## config.mk

```make
export PLATFORM = sky130hd
export DESIGN_NAME = harvard_bus_bridge
export DESIGN_NICKNAME = d
export VERILOG_FILES = /design/src/rtl/harvard_bus_pkg.sv /design/src/rtl/bus_txn_timer.sv /design/src/rtl/harvard_bus_bridge.sv
export SDC_FILE = /design/constraint.sdc
export NUM_CORES = 1
export LEC_CHECK = 0
export CORE_MARGIN = 3
export CORE_UTILIZATION = 43
export CTS_CLUSTER_DIAMETER = 60
export DETAILED_ROUTE_END_ITERATION = 12
export GPL_ROUTABILITY_DRIVEN = 1
export PLACE_DENSITY = 0.78
export SLEW_MARGIN = 20
export SYNTH_ARGS = -nofsm -noshare
export SYNTH_HDL_FRONTEND = slang
export SYNTH_SLANG_ARGS = --single-unit
```

## constraint.sdc

```tcl
create_clock -name clk -period 2.2 [get_ports clk]
set_input_delay 0.33 -clock clk [delete_from_list [all_inputs] [get_ports clk]]
set_output_delay 0.33 -clock clk [all_outputs]
set_load 0.02 [all_outputs]
```

## src/rtl/harvard_bus_pkg.sv

```systemverilog
// Shared types and sizing helpers for the Harvard-to-single-bus bridge.
// Imported by the bridge top and its transaction timer.
package harvard_bus_pkg;

    typedef enum logic [2:0] {
        INIT,
        FETCH,
        DREAD,
        DWRITE,
        STEP,
        HALT
    } bridge_state_t;

    localparam logic [3:0] BYTEEN_ALL_DEFAULT = 4'b1111;

    function automatic int timer_width(input int limit);
        return (limit > 0) ? $clog2(limit + 1) : 1;
    endfunction

endpackage

```

## src/rtl/bus_txn_timer.sv

```systemverilog
// Stall-cycle counter for one bus transaction.
// Flags the stalled cycle that brings the count up to LIMIT.
module bus_txn_timer
    import harvard_bus_pkg::*;
#(
    parameter int LIMIT = 1024,
    parameter int W     = timer_width(LIMIT)
) (
    input  logic clk,
    input  logic reset,
    input  logic clear,
    input  logic count_en,
    output logic expired
);

    logic [W-1:0] count;

    always_ff @(posedge clk or negedge reset) begin
        if (!reset) begin
            count <= '0;
        end else if (clear) begin
            count <= '0;
        end else if (count_en && (count != '1)) begin
            count <= count + W'(1);
        end
    end

    generate
        if (LIMIT == 0) begin : g_off
            assign expired = 1'b0;
        end else begin : g_on
            assign expired = count_en && !clear
                          && (count == W'(LIMIT - 1));
        end
    endgenerate

endmodule

```

## src/rtl/harvard_bus_bridge.sv

```systemverilog
// Serialises each CPU step into fetch / data read / data write bus cycles
// and gates the CPU clock so it advances once per completed step.
module harvard_bus_bridge
    import harvard_bus_pkg::*;
#(
    parameter int         BUS_TIMEOUT = 1024,
    parameter logic [3:0] BYTEEN_ALL  = BYTEEN_ALL_DEFAULT
) (
    input  logic        clk,
    input  logic        reset,
    input  logic        cpu_active,
    output logic        cpu_clk_enable,
    input  logic [31:0] instr_address,
    output logic [31:0] instr_readdata,
    input  logic [31:0] data_address,
    input  logic        data_read,
    input  logic        data_write,
    input  logic [31:0] data_writedata,
    output logic [31:0] data_readdata,
    output logic [31:0] bus_address,
    output logic        bus_read,
    output logic        bus_write,
    output logic [31:0] bus_writedata,
    output logic [3:0]  bus_byteenable,
    input  logic        bus_waitrequest,
    input  logic [31:0] bus_readdata,
    output logic        bus_error
);

    bridge_state_t state, state_n;
    logic        decode, decode_n;
    logic        rd_n, wr_n, err_n;
    logic [31:0] addr_n, wdata_n, ir_n, dr_n;
    logic        txn_start;
    logic        expired;

    bus_txn_timer #(.LIMIT(BUS_TIMEOUT)) u_timer (
        .clk      (clk),
        .reset    (reset),
        .clear    (txn_start),
        .count_en ((bus_read | bus_write) & bus_waitrequest),
        .expired  (expired)
    );

    assign cpu_clk_enable = (state == INIT) || (state == STEP);
    assign bus_byteenable = BYTEEN_ALL;

    always_comb begin
        state_n   = state;
        decode_n  = decode;
        rd_n      = bus_read;
        wr_n      = bus_write;
        addr_n    = bus_address;
        wdata_n   = bus_writedata;
        ir_n      = instr_readdata;
        dr_n      = data_readdata;
        err_n     = bus_error;
        txn_start = 1'b0;
        unique case (state)
            INIT: state_n = FETCH;
            FETCH: begin
                // decode cycle: CPU request lines now reflect the new word
                if (decode) begin
                    decode_n = 1'b0;
                    if (data_read)       state_n = DREAD;
                    else if (data_write) state_n = DWRITE;
                    else                 state_n = STEP;
                end else if (!bus_read) begin
                    if (!cpu_active) begin
                        state_n = HALT;
                    end else begin
                        rd_n      = 1'b1;
                        addr_n    = instr_address;
                        txn_start = 1'b1;
                    end
                end else if (!bus_waitrequest) begin
                    rd_n     = 1'b0;
                    ir_n     = bus_readdata;
                    decode_n = 1'b1;
                end
            end
            DREAD: begin
                if (!bus_read) begin
                    rd_n      = 1'b1;
                    addr_n    = data_address;
                    txn_start = 1'b1;
                end else if (!bus_waitrequest) begin
                    rd_n    = 1'b0;
                    dr_n    = bus_readdata;
                    state_n = data_write ? DWRITE : STEP;
                end
            end
            DWRITE: begin
                if (!bus_write) begin
                    wr_n      = 1'b1;
                    addr_n    = data_address;
                    wdata_n   = data_writedata;
                    txn_start = 1'b1;
                end else if (!bus_waitrequest) begin
                    wr_n    = 1'b0;
                    state_n = STEP;
                end
            end
            STEP: state_n = FETCH;
            HALT: state_n = HALT;
            default: state_n = HALT;
        endcase
        if (expired) begin
            err_n    = 1'b1;
            rd_n     = 1'b0;
            wr_n     = 1'b0;
            decode_n = 1'b0;
            state_n  = HALT;
        end
    end

    always_ff @(posedge clk or negedge reset) begin
        if (!reset) begin
            state          <= INIT;
            decode         <= 1'b0;
            bus_read       <= 1'b0;
            bus_write      <= 1'b0;
            bus_address    <= '0;
            bus_writedata  <= '0;
            instr_readdata <= '0;
            data_readdata  <= '0;
            bus_error      <= 1'b0;
        end else begin
            state          <= state_n;
            decode         <= decode_n;
            bus_read       <= rd_n;
            bus_write      <= wr_n;
            bus_address    <= addr_n;
            bus_writedata  <= wdata_n;
            instr_readdata <= ir_n;
            data_readdata  <= dr_n;
            bus_error      <= err_n;
        end
    end

endmodule

```

==> metrics <==
Setup Crit Path Kind flop to output port; std cell rows 43; fmax 491 MHz; Num CTS Buffers 17; EDFF count, synth 0; Worst-Margin Slew 0.489 ns; Setup Skew 0.0102 ns; relative slew slack 66.6%; die width 127 um; maximum capacitance violations 0; RSZ-0062 raised after global routing false; status finished, final reports clean; wire per inst 17.8 um; Final Non-Filler Cells 960; drt via density 5.09; vias 4890; clk slew on worst S/H paths 0.06 ns; Syn Inst Count 502; drt total wl 17100 um; DR pass1 iterations 4; Synth top area share 58.4%; chip height 127 um; CP max FO 10; nets 902; port bufs 265; global-route wire length before repair 27200 um; most frequent cell after synthesis dfrtp_1; Final Hold Viols 0; fin. max-slew vios 0; Post-CTS Setup Bufs 0; # resized after CTS 0; Tmin final 2.04 ns; clk buf depth 2; largest net degree at the start of global routing 69; Core ar. 14000 um^2; met3 Usage GRT 6.11%; drt initial violations 291; maximum VDD drop 0.000811 V; CP required 1.87 ns; M1 GR Usage 24.4%; initial antenna violation count 0; element type at the critical path end output port; final core utilization 68.7%; synthesis-stage register bit count 146; GRT Total Usage 21.4%; met2 Use GR 38.3%; clk_lat worst skew 0.42 ns; Syn Area/Cell 12.5 um^2; # fillers 974; Reg area 3650 um^2; Netlist Area Pre-Place 6250 um^2; H-tree Lvls 4; gpl congestion 0.863; synth warn 0; register area share after synthesis 58.4%; clock sink count 146; Root Driver clkbuf_16; full die area 16000 um^2; CTS tree yes; Distinct cells, synth 51; setup violators final 0; WP data arrival 1.71 ns; CP startpoint kind flop; area leader, netlist dfrtp_1; Most Used Layer, Global Route met2; CP cell instances nor2_1 > clkdlybuf4s50_1; vias in the first global route 5093; Initial Util 44.5%; placed insts 927; setup TNS 0 ns; main area contributors after synthesis dfrtp_1 (58%), mux2_2 (12%), mux2_4 (7.0%); Commonest cells post-synth dfrtp_1 (146), nand2_1 (72), mux2_2 (66); Multi-input gate area 2390 um^2; io pins 270; Slowest-stage cell, CP clkdlybuf4s50_1; Tcrit/Tclk final 92.6%; post-route ant nets 0; HPWL Detailed 12600 um; P&R area growth vs syn 54.3%; Critical Path Max Stage Delay 0.64 ns; Antenna Cells 0; fraction of registers with async set/reset 100%; Top FF cell, synth dfrtp_1; PD cells 1390 nW/um^2; leakage 4.30 nW; path depth of the worst reg2reg path 5; Hold/Removal Path Class primary input to asynchronous set/reset pin; share of layout cells above drive strength 1 18.8%; grt total ovfl 0; DRC viols 0
[per-stage QoR]
stage / total power [mW] / hold WS [ns] / setup WS, ns / area (um^2)
after detailed placement: 10.8 / 0.281 / 0.196 / 9080
after CTS: 13.6 / 0.400 / 0.135 / 9650
after floorplan: 7.74 / 0.0344 / 0.545 / 6270
final: 13.4 / 0.399 / 0.163 / 9650
after global routing: 14.1 / 0.425 / 0.0732 / 9650
after global placement: 10.6 / 0.281 / 0.251 / 9080
[worst paths after layout]
path,start,to,slack (ns)
worst max-delay path,state[0]$_DFFE_PN0P_,cpu_clk_enable,0.16
worst min-delay path,reset,bus_writedata[23]$_DFFE_PN0P_,0.40
worst max register to register,state[1]$_DFFE_PN0P_,bus_writedata[14]$_DFFE_PN0P_,0.24
worst min register to register,data_readdata[7]$_DFFE_PN0P_,data_readdata[7]$_DFFE_PN0P_,0.50
max in group asynchronous,reset,bus_address[23]$_DFFE_PN0P_,1.16
min in group clk,data_address[13],bus_address[13]$_DFFE_PN0P_,0.46
[sequential cells by signal, summed over array words and instances, names as in the netlist]
name and flops:
bus_read 1, bus_write 1, bus_writedata 32, decode 1, bus_address 32, state 3, instr_readdata 32, data_readdata 32
u_timer.count 11, bus_error 1
[power breakdown]
group	internal (mW)	switching, mW
registers	3.85	0.728
clock network	1.51	1.21
logic	3.23	2.90
[layout make-up]
type	instances	share of cell area, %
sequential	146	37.9
clock buffer	18	4.55
clock inverter	14	1.22
multi-input combinational	323	24.7
tap	180	2.33
timing repair buffer	276	29.2
inverter	3	0.117
[cell usage in the layout, fill, tap and decap left out, drive strengths merged, types with 2 or more instances in the layout]
master,synthesis,routed
a21o,2,2
a21oi,11,11
a31oi,33,33
and3,4,4
buf,27,11
clkbuf,6,18
clkdlybuf4s50,0,264
clkinv,0,4
clkinvlp,0,2
conb,1,4
dfrtp,146,146
inv,3,11
mux2,96,96
nand2,72,72
nand2b,5,5
nand3,8,8
nor2,41,41
nor2b,4,4
nor3,4,4
nor4b,2,2
o21ai,4,4
o31ai,5,5
or2,2,2
or4,3,3
xnor2,4,4
[worst max-delay path: cells and delay by family (launching register included)]
family / cells / cell delay, ns
simple gates: 1 / 0.15
buf+inv: 1 / 0.64
flops: 1 / 0.50
[what timing repair did]
item | CTS | global route
hold buffers | 1 | 0
endpoints found under the hold margin | 42 | 0
setup endpoints to repair | 0 | 0
[logic make-up after synthesis]
group	Yosys count	synth area share [%]
adders and majority gates	1	0.200
other	1	0.0600
xor gates and xnor gates	4	0.560
AOI/OAI and AO/OA	66	6.82
and+or+nand+nor	151	11.1
muxes	97	19.2
buffers and inverters	36	3.66
DFF	146	58.4
[routing by layer]
| layer | vias to the layer above | wire length, um |
|---|---|---|
| li1 | 2279 | - |
| met1 | 2394 | 6470 |
| met2 | 186 | 9100 |
| met3 | 31 | 1080 |
| met4 | 0 | 452 |
| met5 | - | 0 |
(Power assumes the default switching activity.)
